$ cat config.mk
export PLATFORM = sky130hd
export DESIGN_NAME = gpio_pad_ctrl
export DESIGN_NICKNAME = d
export VERILOG_FILES = /design/src/rtl/gpio_pkg.sv /design/src/rtl/gpio_deb.sv /design/src/rtl/gpio_pad_ctrl.sv
export SDC_FILE = /design/constraint.sdc
export NUM_CORES = 1
export LEC_CHECK = 0
export ABC_AREA = 1
export ABC_CLOCK_PERIOD_IN_PS = 3700
export CAP_MARGIN = 15
export CORE_UTILIZATION = 25
export CTS_CLUSTER_DIAMETER = 30
export DETAILED_ROUTE_END_ITERATION = 10
export DONT_BUFFER_PORTS = 1
export MAX_ROUTING_LAYER = met4
export PLACE_DENSITY = 0.39
export SLEW_MARGIN = 25
export SYNTH_ARGS = -nofsm -noshare
export SYNTH_HDL_FRONTEND = slang
export SYNTH_SLANG_ARGS = --single-unit
$ cat constraint.sdc
create_clock -name clk_i -period 3.7 [get_ports clk_i]
set_input_delay 0.74 -clock clk_i [delete_from_list [all_inputs] [get_ports clk_i]]
set_output_delay 0.74 -clock clk_i [all_outputs]
set_load 0.01 [all_outputs]
$ cat src/rtl/gpio_pkg.sv
// gpio_pkg: shared constants for the GPIO pad controller.
//   GPIO_DIR_IN / GPIO_DIR_OUT     : encoding of a dir_i bit
//   GPIO_IRQ_LEVEL / GPIO_IRQ_EDGE : encoding of an irq_type_i bit
//   GPIO_NUM_DEF                   : default pin count of the bank
package gpio_pkg;

  localparam logic GPIO_DIR_IN    = 1'b0;
  localparam logic GPIO_DIR_OUT   = 1'b1;

  localparam logic GPIO_IRQ_LEVEL = 1'b0;
  localparam logic GPIO_IRQ_EDGE  = 1'b1;

  localparam int   GPIO_NUM_DEF   = 8;

endpackage : gpio_pkg

$ cat src/rtl/gpio_deb.sv
// gpio_deb: single-pin input path. Two-flop synchronizer, debouncer with a
// programmable threshold, and an edge detector on the debounced value.
// Ports:
//   clk_i, rst_n_i : core clock, asynchronous active-low reset
//   deb_val_i      : debounce threshold N (0 = bypass)
//   pad_c_i        : raw pad input (asynchronous)
//   stb_o          : debounced stable value
//   rise_o, fall_o : one-cycle strobes when stb_o has just changed
module gpio_deb #(
  parameter int DEB_WIDTH = 8
) (
  input  logic                 clk_i,
  input  logic                 rst_n_i,
  input  logic [DEB_WIDTH-1:0] deb_val_i,
  input  logic                 pad_c_i,
  output logic                 stb_o,
  output logic                 rise_o,
  output logic                 fall_o
);

  logic                 s1_q, s2_q;
  logic                 stb_q, stb_d;
  logic                 stb_dly_q;
  logic [DEB_WIDTH-1:0] cnt_q, cnt_d;

  // The new level must be seen on s2 for N+1 consecutive compares before it
  // is accepted. The compare is >= so that lowering the threshold while a
  // count is running above it still lets the count terminate.
  always_comb begin
    stb_d = stb_q;
    cnt_d = cnt_q;
    if (s2_q == stb_q) begin
      cnt_d = '0;
    end else if (cnt_q >= deb_val_i) begin
      stb_d = s2_q;
      cnt_d = '0;
    end else begin
      cnt_d = cnt_q + DEB_WIDTH'(1);
    end
  end

  always_ff @(posedge clk_i or negedge rst_n_i) begin
    if (!rst_n_i) begin
      s1_q      <= 1'b0;
      s2_q      <= 1'b0;
      stb_q     <= 1'b0;
      stb_dly_q <= 1'b0;
      cnt_q     <= '0;
    end else begin
      s1_q      <= pad_c_i;
      s2_q      <= s1_q;
      stb_q     <= stb_d;
      stb_dly_q <= stb_q;
      cnt_q     <= cnt_d;
    end
  end

  // stb and its delayed copy share a reset value, so no edge is reported
  // right after reset is released.
  assign stb_o  = stb_q;
  assign rise_o = stb_q & ~stb_dly_q;
  assign fall_o = ~stb_q & stb_dly_q;

endmodule : gpio_deb

$ cat src/rtl/gpio_pad_ctrl.sv
// gpio_pad_ctrl: core-side controller for a bank of tri-state pull pads.
// Registers output data / output enable / pull enable toward the pads,
// returns each pad input through a synchronizer + debouncer, and raises
// per-pin edge- or level-triggered interrupts.
// Ports:
//   clk_i, rst_n_i  : core clock, asynchronous active-low reset
//   dir_i           : 1 = output, 0 = input
//   out_i           : output data
//   pull_en_i       : 1 = enable pad pull
//   deb_val_i       : shared debounce threshold (0 = bypass)
//   irq_en_i        : per-pin interrupt enable
//   irq_type_i      : 1 = edge, 0 = level
//   irq_pol_i       : 1 = rising/high, 0 = falling/low
//   irq_clr_i       : write-1-to-clear pulse for pending bits
//   pad_i_o         : pad output data
//   pad_oen_o       : pad output enable, active low (1 = hi-Z)
//   pad_ren_o       : pad pull enable, active low
//   pad_c_i         : pad input
//   in_o            : debounced input value (valid in output mode too)
//   irq_pend_o      : pending interrupt bits
//   irq_o           : OR of all pending bits
module gpio_pad_ctrl
  import gpio_pkg::*;
#(
  parameter int GPIO_NUM  = GPIO_NUM_DEF,
  parameter int DEB_WIDTH = 8
) (
  input  logic                 clk_i,
  input  logic                 rst_n_i,
  input  logic [GPIO_NUM-1:0]  dir_i,
  input  logic [GPIO_NUM-1:0]  out_i,
  input  logic [GPIO_NUM-1:0]  pull_en_i,
  input  logic [DEB_WIDTH-1:0] deb_val_i,
  input  logic [GPIO_NUM-1:0]  irq_en_i,
  input  logic [GPIO_NUM-1:0]  irq_type_i,
  input  logic [GPIO_NUM-1:0]  irq_pol_i,
  input  logic [GPIO_NUM-1:0]  irq_clr_i,
  output logic [GPIO_NUM-1:0]  pad_i_o,
  output logic [GPIO_NUM-1:0]  pad_oen_o,
  output logic [GPIO_NUM-1:0]  pad_ren_o,
  input  logic [GPIO_NUM-1:0]  pad_c_i,
  output logic [GPIO_NUM-1:0]  in_o,
  output logic [GPIO_NUM-1:0]  irq_pend_o,
  output logic                 irq_o
);

  logic [GPIO_NUM-1:0] pad_i_q,   pad_i_d;
  logic [GPIO_NUM-1:0] pad_oen_q, pad_oen_d;
  logic [GPIO_NUM-1:0] pad_ren_q, pad_ren_d;
  logic [GPIO_NUM-1:0] pend_q,    pend_d;

  logic [GPIO_NUM-1:0] stb;
  logic [GPIO_NUM-1:0] rise;
  logic [GPIO_NUM-1:0] fall;
  logic [GPIO_NUM-1:0] irq_evt;

  // Output path: pad enables are active low.
  always_comb begin
    pad_i_d   = out_i;
    pad_oen_d = ~dir_i;
    pad_ren_d = ~pull_en_i;
  end

  for (genvar g = 0; g < GPIO_NUM; g++) begin : g_pin
    gpio_deb #(
      .DEB_WIDTH (DEB_WIDTH)
    ) u_deb (
      .clk_i     (clk_i),
      .rst_n_i   (rst_n_i),
      .deb_val_i (deb_val_i),
      .pad_c_i   (pad_c_i[g]),
      .stb_o     (stb[g]),
      .rise_o    (rise[g]),
      .fall_o    (fall[g])
    );
  end

  // Level mode fires every cycle the level matches, so a clear while the
  // level persists is immediately overridden by a fresh set.
  always_comb begin
    irq_evt = '0;
    for (int i = 0; i < GPIO_NUM; i++) begin
      if (irq_type_i[i] == GPIO_IRQ_EDGE) begin
        irq_evt[i] = irq_pol_i[i] ? rise[i] : fall[i];
      end else begin
        irq_evt[i] = (stb[i] == irq_pol_i[i]);
      end
    end
  end

  // Set wins over clear; disabling a pin does not drop its pending bit.
  always_comb begin
    pend_d = (pend_q & ~irq_clr_i) | (irq_evt & irq_en_i);
  end

  always_ff @(posedge clk_i or negedge rst_n_i) begin
    if (!rst_n_i) begin
      pad_i_q   <= '0;
      pad_oen_q <= '1;
      pad_ren_q <= '1;
      pend_q    <= '0;
    end else begin
      pad_i_q   <= pad_i_d;
      pad_oen_q <= pad_oen_d;
      pad_ren_q <= pad_ren_d;
      pend_q    <= pend_d;
    end
  end

  assign pad_i_o    = pad_i_q;
  assign pad_oen_o  = pad_oen_q;
  assign pad_ren_o  = pad_ren_q;
  assign in_o       = stb;
  assign irq_pend_o = pend_q;
  assign irq_o      = |pend_q;

endmodule : gpio_pad_ctrl

Word level (Yosys, flattened, before mapping)
Cells that the tools add are included.
{"block": "totals", "ff_bits": 128, "output_inout_bits": 41, "wordCells": 163}
{"block": "op_classes", "n_addsub": 8, "magnitude_cmp": 8, "n_eq_ne": 16, "n_mux": 32, "bitwise_logic": 46, "reduce_logical": 9}
{"operator": "8-bit two-way mux", "n": 16}
{"operator": "8-bit by 1-bit adder with 8-bit output, second input constant", "n": 8}
{"operator": "8-bit >= comparator", "n": 8}
{"operator": "1-bit inverter", "n": 24}
{"operator": "8-bit inverter", "n": 3}
{"operator": "1-bit AND", "n": 16}
{"operator": "8-bit AND", "n": 2}
{"operator": "1-bit == test", "n": 16}
{"operator": "1-bit two-way mux", "n": 16}
{"operator": "2-bit AND reduction", "n": 8}
{"operator": "8-bit bitwise OR", "n": 1}
{"operator": "8-bit OR reduction", "n": 1}

Depth between registers and ports, before layout
Gate-level depths: netlist of run 1.
{"block": "logic_depth", "ltp_word": 6, "ltp_mapped": 11}

Cells and area by module
From an unflattened synthesis of run 1, not the netlist that was laid out.
{"block": "unflattened", "hier_cells": 853, "hier_area_um2": 7173.1}
{"module": "gpio_deb", "n_inst": 8, "cells_per_inst": 87, "area_per_inst_um2": 730.7, "seq_area_each_um2": 300.3}
{"module": "gpio_pad_ctrl", "n_inst": 1, "cells_per_inst": 157, "area_per_inst_um2": 1327.5, "seq_area_each_um2": 820.8}

Least setup slack after synthesis of run 1
No wires, ideal clock.
{"block": "synth_timing", "path_kind": "input port to flip-flop", "from": "in deb_val_i[7]", "to": "reg g_pin[0].u_deb.cnt_q[0]", "setup_ns": 0.073, "arrival_time_ns": 1.741, "required_ns": 3.627, "path_slack_ns": 1.885, "stages": 6, "n_path_buf": 0, "path_cell_list": "inv_1 -> ha_1 -> a21o_1 -> nor2_2 -> nand3_2 -> nor2_1"}
{"block": "synth_via", "elab_chain_cells": 3}
{"element": "start, declared", "line": "gpio_pad_ctrl.sv:33", "source": "input logic [DEB_WIDTH-1:0] deb_val_i,"}
{"element": "8-bit >= comparator", "line": "gpio_deb.sv:34", "source": "end else if (cnt_q >= deb_val_i) begin"}
{"element": "8-bit two-way mux", "line": "gpio_deb.sv:34"}
{"element": "8-bit two-way mux", "line": "gpio_deb.sv:32", "source": "if (s2_q == stb_q) begin"}
{"element": "named net g_pin[0].u_deb.cnt_d[0]", "line": "gpio_deb.sv:24", "source": "logic [DEB_WIDTH-1:0] cnt_q, cnt_d;"}
{"element": "end signal, assigned", "line": "gpio_deb.sv:54", "source": "cnt_q <= cnt_d;"}
{"element": "end, declared", "line": "gpio_deb.sv:24"}
The timed path passes the listed nets, and every way through them passes these cells.
A chain may end at the register's enable or synchronous reset.

Worst setup path after layout of run 1
{"block": "layout_timing", "from": "reg pend_q[5], in the netlist irq_pend_o[5]", "to": "out irq_o"}
{"block": "layout_via", "elab_chain_cells": 1}
{"element": "start, declared", "line": "gpio_pad_ctrl.sv:50", "source": "logic [GPIO_NUM-1:0] pend_q, pend_d;"}
{"element": "start signal, assigned", "line": "gpio_pad_ctrl.sv:106", "source": "pend_q <= pend_d;"}
{"element": "8-bit OR reduction", "line": "gpio_pad_ctrl.sv:115", "source": "assign irq_o = |pend_q;"}
{"element": "end, declared", "line": "gpio_pad_ctrl.sv:44", "source": "output logic irq_o"}
No other way between the ends.

==> impl_metrics.json, run 1 <==
{
  "clkPwrFrac_pct": 37.9,
  "wl_met3_um": 747,
  "post-route-period-util_pct": 58.6,
  "clkTransAtPathRegs_ps": 60,
  "ys_async_sr_fraction_pct": 100,
  "outcome": "completed",
  "avgSynthCellArea_sq_um": 9.25,
  "ant_nets": 0,
  "clockBufferDepth": 2,
  "fp.dieArea_sq_um": 27800,
  "vias": 4552,
  "synth_commonest_cells": "nand2_1, dfrtp_1, inv_1",
  "worst_slew_pin_slew_ps": 709,
  "die_w_um": 167,
  "power.density_nw_per_um2": 592,
  "whs_ps": 30.4,
  "grt_pass1_vias": 4705,
  "drtPass1Iterations": 6,
  "synthCells": 734,
  "yosysMostFrequentCell": "nand2_1",
  "diodes": 0,
  "wl_per_cell_um": 14.1,
  "synth_top_area_share_pct": 41.3,
  "p_leak_nw": 3.90,
  "port_buffers": 0,
  "drt-met1-wl_um": 7840,
  "synth_warnings": 0,
  "cts_tree": "done",
  "wirelength_um": 15400,
  "grt_pass1_wl_um": 24900,
  "clkSinkCount": 128,
  "setup_viol": 0,
  "period_needed_ps": 2170,
  "syn_nets": 880,
  "netlist_area_sq_um": 6790,
  "nets": 896,
  "synth_area_leaders": "dfrtp_1, ha_1, nand2_1",
  "synth_top_flop_cell": "dfrtp_1",
  "synthToLayoutAreaGrowth_pct": 15.1,
  "p_sw_mw": 1.55,
  "dieHeight_um": 167,
  "min_path_type": "input port to async pin",
  "tns_ps": 0,
  "p_seq_share_pct": 43.6,
  "layout-drive-gt1-share_pct": 11.8,
  "rows": 59,
  "dpl.hpwl_um": 10300,
  "peakVddDrop_mv": 0.236,
  "first_iter_violations": 125,
  "start_util_pct": 25.8,
  "cap_viol_max_count": 0,
  "pwr-share-comb_pct": 18.5,
  "cp_max_fo": 3,
  "max_slew_margin_pct": 52.6,
  "grt_usage_pct": 12.2,
  "cp-start-kind": "flop",
  "slew_viol_final": 0,
  "stdcell_area_sq_um": 7820,
  "grt_setup_unrepaired": "false",
  "dr_wl_met2_um": 6710,
  "cts-root-buf": "clkbuf_16",
  "htree_levels": 4,
  "fin_skew_ps": 8.68,
  "crit_type": "flop to output pin",
  "placed_area_sq_um": 7150,
  "worst_ep_arrival_time_ps": 1430,
  "end_kind": "output pin",
  "max_freq_mhz": 462,
  "grt_max_degree": 85,
  "finalHoldViolCount": 0,
  "p_sw_share_pct": 33.6,
  "vias_per_cell": 4.15,
  "clkLatencyLatePin_ps": 410,
  "drc": 0,
  "ys_seq_area_share_pct": 47.4,
  "ys_seq_elements": 128,
  "numCtsBuffers": 17,
  "antenna_found_initial": 0,
  "synth_top_area_cell": "dfrtp_1",
  "top_layer": "met4",
  "gp_congestion": 0.722,
  "required_ps": 2960,
  "synth-edff-count": 0,
  "grt_remaining_overflow": 0,
  "io_pins": 115,
  "ys_types": 21,
  "p_int_mw": 3.08,
  "coreArea_sq_um": 26400
}
## layer usage
| metal | up-vias | GRT usage (%) |
|---|---|---|
| met3 | 11 | 3.14 |
| met4 | 0 | 3.62 |
| li1 | 2337 | - |
| met5 | - | - |
| met2 | 114 | 18.4 |
| met1 | 2090 | 15.9 |
## cell usage in the layout, fill, tap and decap left out, drive strengths merged, types with 8 or more instances in the layout
cell    netlist  final
a21o          8      8
a21oi        14     14
clkbuf        0     18
dfrtp       112    112
dfstp        16     16
ha           72     72
inv         103    108
nand2       157    157
nand3        41     41
nor2        115    115
nor3          8      8
o21ai        10     10
xnor2        16     16
xor2         33     33
## stage by stage
step	worst slack [ps]	utilization, %	cells	total power, mW
after floorplan	1890	-	734	2.67
after global placement	1370	27.1	1061	2.90
after detailed placement	1370	27.1	1061	2.90
after CTS	1460	29.6	1097	4.73
after global routing	1420	29.7	1098	4.97
final	1530	29.7	1098	4.63
## area by class of cell
| type | instances | area (sq um) |
|---|---|---|
| flip-flops and latches | 128 | 3220 |
| repair buffers | 5 | 60.1 |
| clock inverters | 14 | 178 |
| well taps | 335 | 419 |
| fillers | 2732 | 18500 |
| inverters | 103 | 387 |
| clock buffers | 18 | 429 |
| multi-input cells | 495 | 3120 |
## power by group through the flow
stage | logic (mW) | clock network, mW | registers [mW]
final | 0.858 | 1.75 | 2.02
after global routing | 1.02 | 1.88 | 2.07
after CTS | 0.876 | 1.83 | 2.03
after detailed placement | 0.854 | 0 | 2.05
after global placement | 0.850 | 0 | 2.05
after floorplan | 0.770 | 0 | 1.90
## worst paths after layout
| path | from | end | slack, ps | cells after the start |
|---|---|---|---|---|
| worst max-delay path | irq_pend_o[5]$_DFF_PN0_ | irq_o | 1530 | 2 |
| worst min-delay path | rst_n_i | g_pin[1].u_deb.cnt_q[0]$_DFF_PN0_ | 30 | 0 |
| worst max register to register | g_pin[6].u_deb.cnt_q[2]$_DFF_PN0_ | g_pin[6].u_deb.cnt_q[7]$_DFF_PN0_ | 2130 | 8 |
| worst min register to register | g_pin[2].u_deb.s1_q$_DFF_PN0_ | g_pin[2].u_deb.s2_q$_DFF_PN0_ | 350 | 0 |
| max in group asynchronous | rst_n_i | g_pin[1].u_deb.s2_q$_DFF_PN0_ | 2410 | 1 |
| min in group clk_i | dir_i[6] | pad_oen_o[6]$_DFF_PN1_ | 330 | 1 |
## kinds of logic (layout without fill, tap and decap cells)
kind of cell	count (synthesis)	count (layout)	share of synthesized area (%)
fa+ha+maj	72	72	13.3
compound gates	44	44	3.87
flops	128	128	47.4
xor+xnor	49	49	6.32
simple gates	330	330	22.5
buf+inv	111	140	6.58
## what timing repair did
action	CTS	global route
hold buffers	4	1
endpoints found under the setup margin	0	0
endpoints found under the hold margin	35	12
resized for setup	0	0
buffers inserted	0	0
## critical path, cell delays in order (launching register included)
cell	delay, ps
dfrtp_1	500
nor4_1	350
nand2_1	150
## flip-flops by register name, indices dropped and copies added, names as in the netlist
register / count
g_pin.u_deb.cnt_q: 64
g_pin.u_deb.s1_q: 8
g_pin.u_deb.s2_q: 8
g_pin.u_deb.stb_dly_q: 8
g_pin.u_deb.stb_o: 8
irq_pend_o: 8
pad_i_o: 8
pad_oen_o: 8
pad_ren_o: 8
(Power assumes the default switching activity.)
==> inputs of run 2 (changes only) <==
--- a/config.mk
+++ b/config.mk
@@ -6,14 +6,14 @@
 export NUM_CORES = 1
 export LEC_CHECK = 0
 export ABC_AREA = 1
-export ABC_CLOCK_PERIOD_IN_PS = 3700
+export ABC_CLOCK_PERIOD_IN_PS = 1800
 export CAP_MARGIN = 15
 export CORE_UTILIZATION = 25
 export CTS_CLUSTER_DIAMETER = 30
 export DETAILED_ROUTE_END_ITERATION = 10
 export DONT_BUFFER_PORTS = 1
 export MAX_ROUTING_LAYER = met4
-export PLACE_DENSITY = 0.39
+export PLACE_DENSITY = 0.41
 export SLEW_MARGIN = 25
 export SYNTH_ARGS = -nofsm -noshare
 export SYNTH_HDL_FRONTEND = slang
==> constraint.sdc (replaced) <==
create_clock -name clk_i -period 1.8 [get_ports clk_i]
set_input_delay 0.36 -clock clk_i [delete_from_list [all_inputs] [get_ports clk_i]]
set_output_delay 0.36 -clock clk_i [all_outputs]
set_load 0.01 [all_outputs]
==> impl_metrics.json, run 2 (synthesis results as in run 1) <==
{
  "clkPwrFrac_pct": 36.4,
  "worst_path_max_delay_cell": "dfrtp_1",
  "post_cts_buffers": 0,
  "ant_nets": 0,
  "p_sw_share_pct": 33.7,
  "whs_ps": -358,
  "cap_viol_max_count": 0,
  "cp-start-kind": "flop",
  "clockBufferDepth": 2,
  "vias_per_cell": 4.11,
  "p_seq_share_pct": 42.7,
  "numCtsBuffers": 17,
  "drt-met1-wl_um": 7150,
  "max_slew_margin_pct": 59.8,
  "dpl.hpwl_um": 10000,
  "wl_met3_um": 783,
  "p_sw_mw": 3.21,
  "cts-root-buf": "clkbuf_16",
  "antenna_found_initial": 1,
  "finalHoldViolCount": 128,
  "slowest_delay_ps": 420,
  "nets": 946,
  "crit_type": "flop to output pin",
  "post-route-period-util_pct": 95.2,
  "port_buffers": 0,
  "worst_ep_arrival_time_ps": 1350,
  "worst_slew_pin_slew_ps": 596,
  "largest_reg_flops": 64,
  "violations": "hold timing",
  "grt_max_degree": 129,
  "grt_remaining_overflow": 0,
  "final_cell_mix": "nand2_1, dfrtp_1, inv_1",
  "clkSinkCount": 128,
  "required_ps": 1440,
  "outcome": "finished, violations left",
  "rows": 59,
  "dr_wl_met2_um": 6640,
  "layout-drive-gt1-share_pct": 14.0,
  "worstPathBufferInverterCount": 0,
  "layoutNonFillerInstCount": 1148,
  "min_path_type": "input port to async pin",
  "path_delay_family": "simple AND/OR/NAND/NOR gates",
  "grt_usage_pct": 11.9,
  "first_iter_violations": 221,
  "gp_congestion": 0.710,
  "pwr-share-comb_pct": 21.0,
  "regMostFlops": "g_pin.u_deb.cnt_q",
  "end_kind": "output pin",
  "wl_per_cell_um": 12.8,
  "r2r_start": "g_pin[6].u_deb.cnt_q[2]$_DFF_PN0_",
  "r2r_cells": 8,
  "fp.dieArea_sq_um": 27800,
  "placed_cells": 1084,
  "crit_chain": "nor4_1 > nand2_1",
  "fin_skew_ps": 11.3,
  "io_pins": 115,
  "final_common_cell": "nand2_1",
  "setup_viol": 0,
  "p_int_mw": 6.32,
  "p_leak_nw": 4.13,
  "diodes": 0,
  "drc": 0,
  "rr_endpoint": "g_pin[6].u_deb.cnt_q[3]$_DFF_PN0_",
  "cp_max_fo": 3,
  "cts_hold_buf": 32,
  "clkTransAtPathRegs_ps": 60,
  "synthToLayoutAreaGrowth_pct": 22.6,
  "grt_pass1_vias": 4848,
  "period_needed_ps": 1710,
  "wirelength_um": 14700,
  "start_util_pct": 25.8,
  "slew_viol_final": 0,
  "die_w_um": 167,
  "dieHeight_um": 167,
  "rrSetupSlack_ps": 240,
  "coreArea_sq_um": 26400,
  "clkLatencyLatePin_ps": 420,
  "drtPass1Iterations": 4,
  "cts_tree": "done",
  "power.density_nw_per_um2": 1140,
  "htree_levels": 4,
  "grt_setup_unrepaired": "false",
  "tns_ps": 0,
  "peakVddDrop_mv": 0.481,
  "grt_pass1_wl_um": 24600,
  "vias": 4718,
  "top_layer": "met4",
  "max_freq_mhz": 583
}
[run 2: metrics by stage]
step | hold slack [ps] | worst slack [ps] | utilization (%) | instance area [sq um] | power [mW]
3_5_place_dp | 68.1 | 93.7 | 28.1 | 7410 | 6.11
5_1_grt | -404 | 5.23 | 31.6 | 8330 | 10.3
2_1_floorplan | 64.4 | 365 | - | 6790 | 5.49
6_report | -358 | 85.6 | 31.6 | 8330 | 9.53
4_1_cts | -396 | 31.7 | 31.6 | 8320 | 9.74
3_3_place_gp | 68.6 | 120 | 28.1 | 7410 | 6.10
[run 2: how the worst max path moves through the flow]
| stage | start | endpoint | slack [ps] | cells past startpoint |
|---|---|---|---|---|
| CTS | irq_pend_o[6]$_DFF_PN0_ | irq_o | 30 | 2 |
| floorplan | deb_val_i[7] | g_pin[0].u_deb.cnt_q[0]$_DFF_PN0_ | 370 | 6 |
| finish | irq_pend_o[6]$_DFF_PN0_ | irq_o | 90 | 2 |
| global route | irq_pend_o[6]$_DFF_PN0_ | irq_o | 5 | 2 |
| detailed placement | deb_val_i[3] | g_pin[3].u_deb.cnt_q[4]$_DFF_PN0_ | 90 | 10 |
| global placement | deb_val_i[3] | g_pin[2].u_deb.cnt_q[1]$_DFF_PN0_ | 120 | 10 |
[run 2: layer usage]
layer  up-vias  GRT usage [%]
met3        11           3.87
met4         0           3.74
met5         -              -
met1      2153           14.7
met2       116           18.4
li1       2438              -
[run 2: cell type report]
class                   instances  area, sq um
clock buffers                  18          429
clock inverters                14          158
fillers                      2733        18000
inverters                     103          387
multi-input cells             495         3130
flip-flops and latches        128         3220
well taps                     335          419
repair buffers                 55          581
[run 2: power groups by stage]
stage | Combinational (mW) | Sequential, mW | Clock (mW)
3_3_place_gp | 1.97 | 4.13 | 0
2_1_floorplan | 1.58 | 3.91 | 0
3_5_place_dp | 1.98 | 4.13 | 0
5_1_grt | 2.38 | 4.17 | 3.71
6_report | 2.00 | 4.06 | 3.47
4_1_cts | 2.05 | 4.09 | 3.60
[run 2: what timing repair did]
action	in CTS	in global routing
hold endpoints to repair	160	128
setup endpoints to repair	0	1
resized for setup	0	2
